### src/rtl/sipo_pkg.sv
// ---------------------------------------------------------------------------
// sipo_pkg
// Shared definitions for the SIPO FIFO, its capture sequencer and the MMIO
// status block.
//   SIPO_WIDTH_DEFAULT : default bits per FIFO word (power of two, >= 2)
//   LEN_BITS_DEFAULT   : default width of the word-length config / counter
//   sipo_cap_state_t   : capture sequencer state encoding
// ---------------------------------------------------------------------------
package sipo_pkg;

    localparam int SIPO_WIDTH_DEFAULT = 32;
    localparam int LEN_BITS_DEFAULT   = 16;

    typedef enum logic [1:0] {
        CAP_IDLE    = 2'd0,
        CAP_ARMED   = 2'd1,
        CAP_CAPTURE = 2'd2,
        CAP_DONE    = 2'd3
    } sipo_cap_state_t;

endpackage

### src/rtl/sync_edge_det.sv
// ---------------------------------------------------------------------------
// sync_edge_det
// Registers a level and reports its rising edge as a one-cycle pulse.
// Ports:
//   clk   : clock, rising edge
//   rstn  : synchronous active-low reset (registered level clears to 0)
//   level : input level
//   rise  : level & ~level_q, high for the cycle in which level goes 0->1
// ---------------------------------------------------------------------------
module sync_edge_det (
    input  logic clk,
    input  logic rstn,
    input  logic level,
    output logic rise
);

    logic level_q;

    always_ff @(posedge clk) begin
        if (!rstn) begin
            level_q <= 1'b0;
        end else begin
            level_q <= level;
        end
    end

    assign rise = level & ~level_q;

endmodule

### src/rtl/sipo_capture_ctrl.sv
// ---------------------------------------------------------------------------
// sipo_capture_ctrl
// Capture sequencer for the serial-in/parallel-out FIFO. Gates serial bit
// strobes into the SIPO shift enable for a programmed number of words (or
// continuously when cfg_len == 0) and reports completion, word count and
// overflow.
//
// Build option: define SIPO_CAPTURE_SYNC_EN to add the ARMED state, in which
// capture waits for the first rising edge of sync after start. Without it the
// sequencer goes straight from IDLE to CAPTURE and sync is ignored.
//
// Ports:
//   clk        : SIPO clock, rising edge
//   rstn       : synchronous active-low reset
//   start      : begin capture (only looked at in IDLE)
//   abort      : stop capture, highest priority, no done pulse
//   cfg_len    : words to capture, latched at start; 0 = continuous
//   sync       : frame-sync level from the front end
//   bit_strobe : sin carries a valid bit this cycle
//   fifo_full  : SIPO FIFO full
//   sipo_en    : shift enable to the SIPO (combinational)
//   busy       : state != IDLE
//   done       : one-cycle pulse at the end of a capture
//   err        : valid with done; 1 = capture ended by overflow
//   overflow   : sticky; a bit strobe arrived while the FIFO was full
//   word_cnt   : words completed in the current/last capture
//   dbg_state  : current sequencer state
//
// Handshake: a bit is consumed in exactly the cycle where sipo_en is high,
// i.e. CAPTURE & bit_strobe & ~fifo_full & ~abort. There is no back-pressure
// toward the front end; a strobe against a full FIFO is dropped and flagged.
// ---------------------------------------------------------------------------
module sipo_capture_ctrl
    import sipo_pkg::*;
#(
    parameter int SIPO_WIDTH = SIPO_WIDTH_DEFAULT,
    parameter int LEN_BITS   = LEN_BITS_DEFAULT
) (
    input  logic                clk,
    input  logic                rstn,
    input  logic                start,
    input  logic                abort,
    input  logic [LEN_BITS-1:0] cfg_len,
    input  logic                sync,
    input  logic                bit_strobe,
    input  logic                fifo_full,
    output logic                sipo_en,
    output logic                busy,
    output logic                done,
    output logic                err,
    output logic                overflow,
    output logic [LEN_BITS-1:0] word_cnt,
    output sipo_cap_state_t     dbg_state
);

    localparam int BIT_W = $clog2(SIPO_WIDTH);
    localparam logic [BIT_W-1:0] LAST_BIT = BIT_W'(SIPO_WIDTH - 1);

    sipo_cap_state_t     state, state_d;
    logic [BIT_W-1:0]    bit_cnt, bit_cnt_d;
    logic [LEN_BITS-1:0] word_cnt_d, word_cnt_inc;
    logic [LEN_BITS-1:0] len_q, len_d;
    logic                overflow_d;
    logic                err_q, err_d;
    logic                sync_rise;

`ifdef SIPO_CAPTURE_SYNC_EN
    sync_edge_det u_sync_edge_det (
        .clk   (clk),
        .rstn  (rstn),
        .level (sync),
        .rise  (sync_rise)
    );
`else
    // Port kept for a stable interface; no edge detector is built.
    logic sync_unused;
    assign sync_unused = sync;
    assign sync_rise   = 1'b0;
`endif

    assign word_cnt_inc = word_cnt + 1'b1;

    always_ff @(posedge clk) begin
        if (!rstn) begin
            state    <= CAP_IDLE;
            bit_cnt  <= '0;
            word_cnt <= '0;
            len_q    <= '0;
            overflow <= 1'b0;
            err_q    <= 1'b0;
        end else begin
            state    <= state_d;
            bit_cnt  <= bit_cnt_d;
            word_cnt <= word_cnt_d;
            len_q    <= len_d;
            overflow <= overflow_d;
            err_q    <= err_d;
        end
    end

    always_comb begin
        state_d    = state;
        bit_cnt_d  = bit_cnt;
        word_cnt_d = word_cnt;
        len_d      = len_q;
        overflow_d = overflow;
        err_d      = 1'b0;
        sipo_en    = 1'b0;

        unique case (state)
            CAP_IDLE: begin
                if (start && !abort) begin
                    bit_cnt_d  = '0;
                    word_cnt_d = '0;
                    overflow_d = 1'b0;
                    len_d      = cfg_len;
`ifdef SIPO_CAPTURE_SYNC_EN
                    state_d    = CAP_ARMED;
`else
                    state_d    = CAP_CAPTURE;
`endif
                end
            end

            CAP_ARMED: begin
                // Strobes are ignored until the frame-sync edge.
                if (abort) begin
                    state_d = CAP_IDLE;
                end else if (sync_rise) begin
                    state_d = CAP_CAPTURE;
                end
            end

            CAP_CAPTURE: begin
                if (abort) begin
                    state_d = CAP_IDLE;
                end else if (bit_strobe && fifo_full) begin
                    // Bit dropped: capture ends with an error.
                    overflow_d = 1'b1;
                    err_d      = 1'b1;
                    state_d    = CAP_DONE;
                end else if (bit_strobe) begin
                    sipo_en   = 1'b1;
                    bit_cnt_d = bit_cnt + 1'b1;
                    if (bit_cnt == LAST_BIT) begin
                        // In continuous mode (len_q == 0) this wraps freely.
                        word_cnt_d = word_cnt_inc;
                        if ((len_q != '0) && (word_cnt_inc == len_q)) begin
                            state_d = CAP_DONE;
                        end
                    end
                end
            end

            CAP_DONE: begin
                state_d = CAP_IDLE;
            end

            default: begin
                state_d = CAP_IDLE;
            end
        endcase
    end

    assign busy      = (state != CAP_IDLE);
    assign done      = (state == CAP_DONE);
    assign err       = err_q;
    assign dbg_state = state;

endmodule
### config.mk
export PLATFORM = sky130hd
export DESIGN_NAME = sipo_capture_ctrl
export DESIGN_NICKNAME = d
export VERILOG_FILES = /design/src/rtl/sipo_pkg.sv /design/src/rtl/sync_edge_det.sv /design/src/rtl/sipo_capture_ctrl.sv
export SDC_FILE = /design/constraint.sdc
export NUM_CORES = 1
export LEC_CHECK = 0
export ABC_AREA = 1
export BUFFER_PORTS_ARGS = -buffer_cell sky130_fd_sc_hd__buf_2
export CAP_MARGIN = 15
export CORE_ASPECT_RATIO = 0.9
export CORE_MARGIN = 10
export CORE_UTILIZATION = 45
export CTS_CLUSTER_SIZE = 14
export DETAILED_ROUTE_END_ITERATION = 8
export PLACE_DENSITY_LB_ADDON = 0.25
export SYNTH_ARGS = -nofsm -noshare
export SYNTH_HDL_FRONTEND = slang
export SYNTH_SLANG_ARGS = --single-unit
### constraint.sdc
create_clock -name clk -period 2.1 [get_ports clk]
set_input_delay 0.21 -clock clk [delete_from_list [all_inputs] [get_ports clk]]
set_output_delay 0.21 -clock clk [all_outputs]
set_load 0.02 [all_outputs]
==> results_dict.tcl <==
set metrics [dict create \
    drv_slew 0 \
    fmax_mhz 511 \
    whs_ns 0.149 \
    max_stage_delay_ns 0.37 \
    gp_congestion 0.895 \
    final_util_pct 57.5 \
    hold_viol_final 0 \
    tns_ns 0 \
    grt_pass1_wl_um 10600 \
    drtIter0Drc 121 \
    grtUsageTotal_pct 15.4 \
    synth_enable_flop_cells 0 \
    yosysSeqAreaShare_pct 34.7 \
    syn_avg_cell_area_sq_um 6.33 \
    min_path_type "input port to flip-flop" \
    p_leak_nw 1.26 \
    synth.distinct_cells 32 \
    worstPathBufferInverterCount 0 \
    worst_pin_slew_ns 0.316 \
    relSlewSlack_pct 78.9 \
    drive_gt1_share_pct 20.5 \
    crit_path_max_fanout 3 \
    die_h_um 88.8 \
    critPathCaptureType "flip-flop" \
    min_period_over_period_pct 93.1 \
    crit_chain "ha_4 -> nand2_2 -> nor2_2 -> ha_2 -> o21a_1 -> nand2_1 -> nor2_1 -> nand2_1 -> nor2_1 -> nand3_1 -> nor2_2 -> nand3_1 -> nand2_1 -> nand2_1 -> nand2_1 -> nor2_1" \
    nFillCells 496 \
    fin_cells 490 \
    post-place-cells 480 \
    path_delay_family "simple AND/OR/NAND/NOR gates" \
    status "complete, no violations" \
    path_class "flip-flop to flip-flop" \
    syn_nets 400 \
    clkLatencyLatePin_ns 0.31 \
    netlist_instances 374 \
    grt_max_degree 24 \
    max-vdd-ir-drop_mv 0.329 \
    synthArstFlopShare_pct 0 \
    tritoncts "built" \
    antenna_found_initial 0 \
    area_growth_pct 20.3 \
    insertedDiodeCount 0 \
    core_region_area_sq_um 4950 \
    grt-ovfl-total 0 \
    wl_um 6510 \
    rsz0062_at_grt "yes" \
    wire_per_inst_um 13.3 \
    fin_skew_ns 0.00935 \
    via_count 2510 \
    yosys_warnings 0 \
    setup_violations 0 \
    cts_buffers 5 \
    rows 24 \
    crit_slowest_cell "dfxtp_4" \
    route.detailed.drc 0 \
    cp-start-kind "flip-flop" \
    fin_crit_ns 1.96 \
    crit_arrival_ns 2.17 \
    root_buffer "clkbuf_8" \
    pwr_density_cell_nw_per_um2 640 \
    die_area_sq_um 8570 \
    crit_required_ns 2.31 \
    die_x_um 96.5 \
    io_pins 46 \
    num-nets-final 450 \
    drt_pre_antenna_iters 4 \
    synth-seq-cells 41 \
    ys.flop_type "dfxtp_1" \
    syn-cell-area_sq_um 2370 \
    cts_max_path_buffers 2 \
    portBuffers 44 \
    grt_pass1_vias 2320 \
    postRouteAntennaNets 0 \
    cts.clk_slew.worst_paths_ns 0.09 \
    start_util_pct 47.8 \
    cts.sinks 41 \
    cap_viol_max_count 0 \
    dpl.hpwl_um 4800 \
    post_drt_via_cell_ratio 5.12 \
    htreeDepth 2 \
    crit_top_cell "nand2_1" \
]
==> synth_stat cells, drive strengths merged (2+ instances only) <==
library cell	number	area [sq um]
nand2	114	435
buf	3	18.8
a21oi	35	175
nand4	5	31.3
dfxtp	41	821
ha	3	37.5
xnor3	2	45.0
nand3b	2	15.0
inv	45	169
a22oi	2	15.0
o21ai	21	105
clkbuf	5	18.8
nand3	31	160
nor3	3	20.0
nor2	53	231
==> metrics by stage <==
stage,instance area (sq um),power (W),worst slack (ns)
2_1_floorplan,2370,0.00105,0.250
3_3_place_gp,2670,0.00114,0.172
3_5_place_dp,2670,0.00115,0.128
4_1_cts,2790,0.00183,0.0835
5_1_grt,2850,0.00191,-0.0312
6_report,2850,0.00182,0.144
==> metal layers <==
metal | GRT usage, % | share of wire, % | up-vias
met5 | 0 | 0 | -
met3 | 5.42 | 7.9 | 7
met2 | 24.1 | 44 | 72
met1 | 19.6 | 47 | 1134
met4 | 4.22 | 0.88 | 0
li1 | - | - | 1297
==> worst paths after layout <==
path / startpoint / end / slack, ns / cells past startpoint
worst max-delay path: bit_cnt[1]$_SDFFE_PN0P_ / dbg_state[0]$_SDFFE_PN0P_ / 0.14 / 16
worst min-delay path: cfg_len[11] / len_q[11]$_SDFFE_PN0P_ / 0.15 / 3
worst max register to register: bit_cnt[1]$_SDFFE_PN0P_ / dbg_state[0]$_SDFFE_PN0P_ / 0.14 / 16
worst min register to register: overflow$_SDFFE_PN0P_ / overflow$_SDFFE_PN0P_ / 0.46 / 2
==> report_power, final <==
group / internal, W / switching [W]
clock network: 0.000387 / 0.000302
logic: 0.000106 / 0.000183
registers: 0.000811 / 0.0000340
==> state kept, by name, indices dropped and copies added (netlist names) <==
name       cells
overflow       1
err            1
dbg_state      2
word_cnt      16
len_q         16
bit_cnt        5
==> cells by family (layout without fill, tap and decap cells) <==
kind of cell,Yosys count,after routing,share of synthesized area (%)
xor+xnor,4,4,2.64
fa+ha+maj,3,3,1.58
simple gates,210,210,38.2
flops,41,41,34.7
compound gates,62,62,14.0
buf+inv,54,105,8.87
==> tightest hold or removal path, delay by kind of cell <==
| family | cells | cell delay, ns |
|---|---|---|
| and+or+nand+nor | 1 | 0.08 |
| buffers and inverters | 1 | 0.07 |
| AOI/OAI and AO/OA | 1 | 0.07 |
==> layout make-up <==
cell class	instances	area (sq um)	share of cell area (%)
Multi-Input combinational cell	279	1370	48.0
Clock inverter	2	37.5	1.32
Timing Repair Buffer	51	273	9.57
Tap cell	65	81.3	2.85
Clock buffer	6	82.6	2.90
Sequential cell	41	831	29.1
Inverter	46	178	6.23
==> placed cells by master, fill, tap and decap left out, drive strengths merged <==
cell type,instances
o21bai,1
dfxtp,41
xnor2,1
nand4,5
buf,51
or2,1
bufinv,1
nor2,53
a21oi,35
xor2,1
nand3,31
and3,1
clkbuf,6
o21a,1
a311oi,1
clkinvlp,1
xnor3,2
inv,44
nor3,3
a22oi,2
ha,3
nand3b,2
a32oi,1
nand2,114
o21ai,21
clkinv,2
==> what timing repair did <==
action                     4_1_cts  5_1_grt
buffers inserted                 0        2
hold buffers                     0        0
gates resized for setup          0       16
setup endpoints to repair        0       15
hold endpoints to repair         0        0
Power figures use the tool's default switching activity.
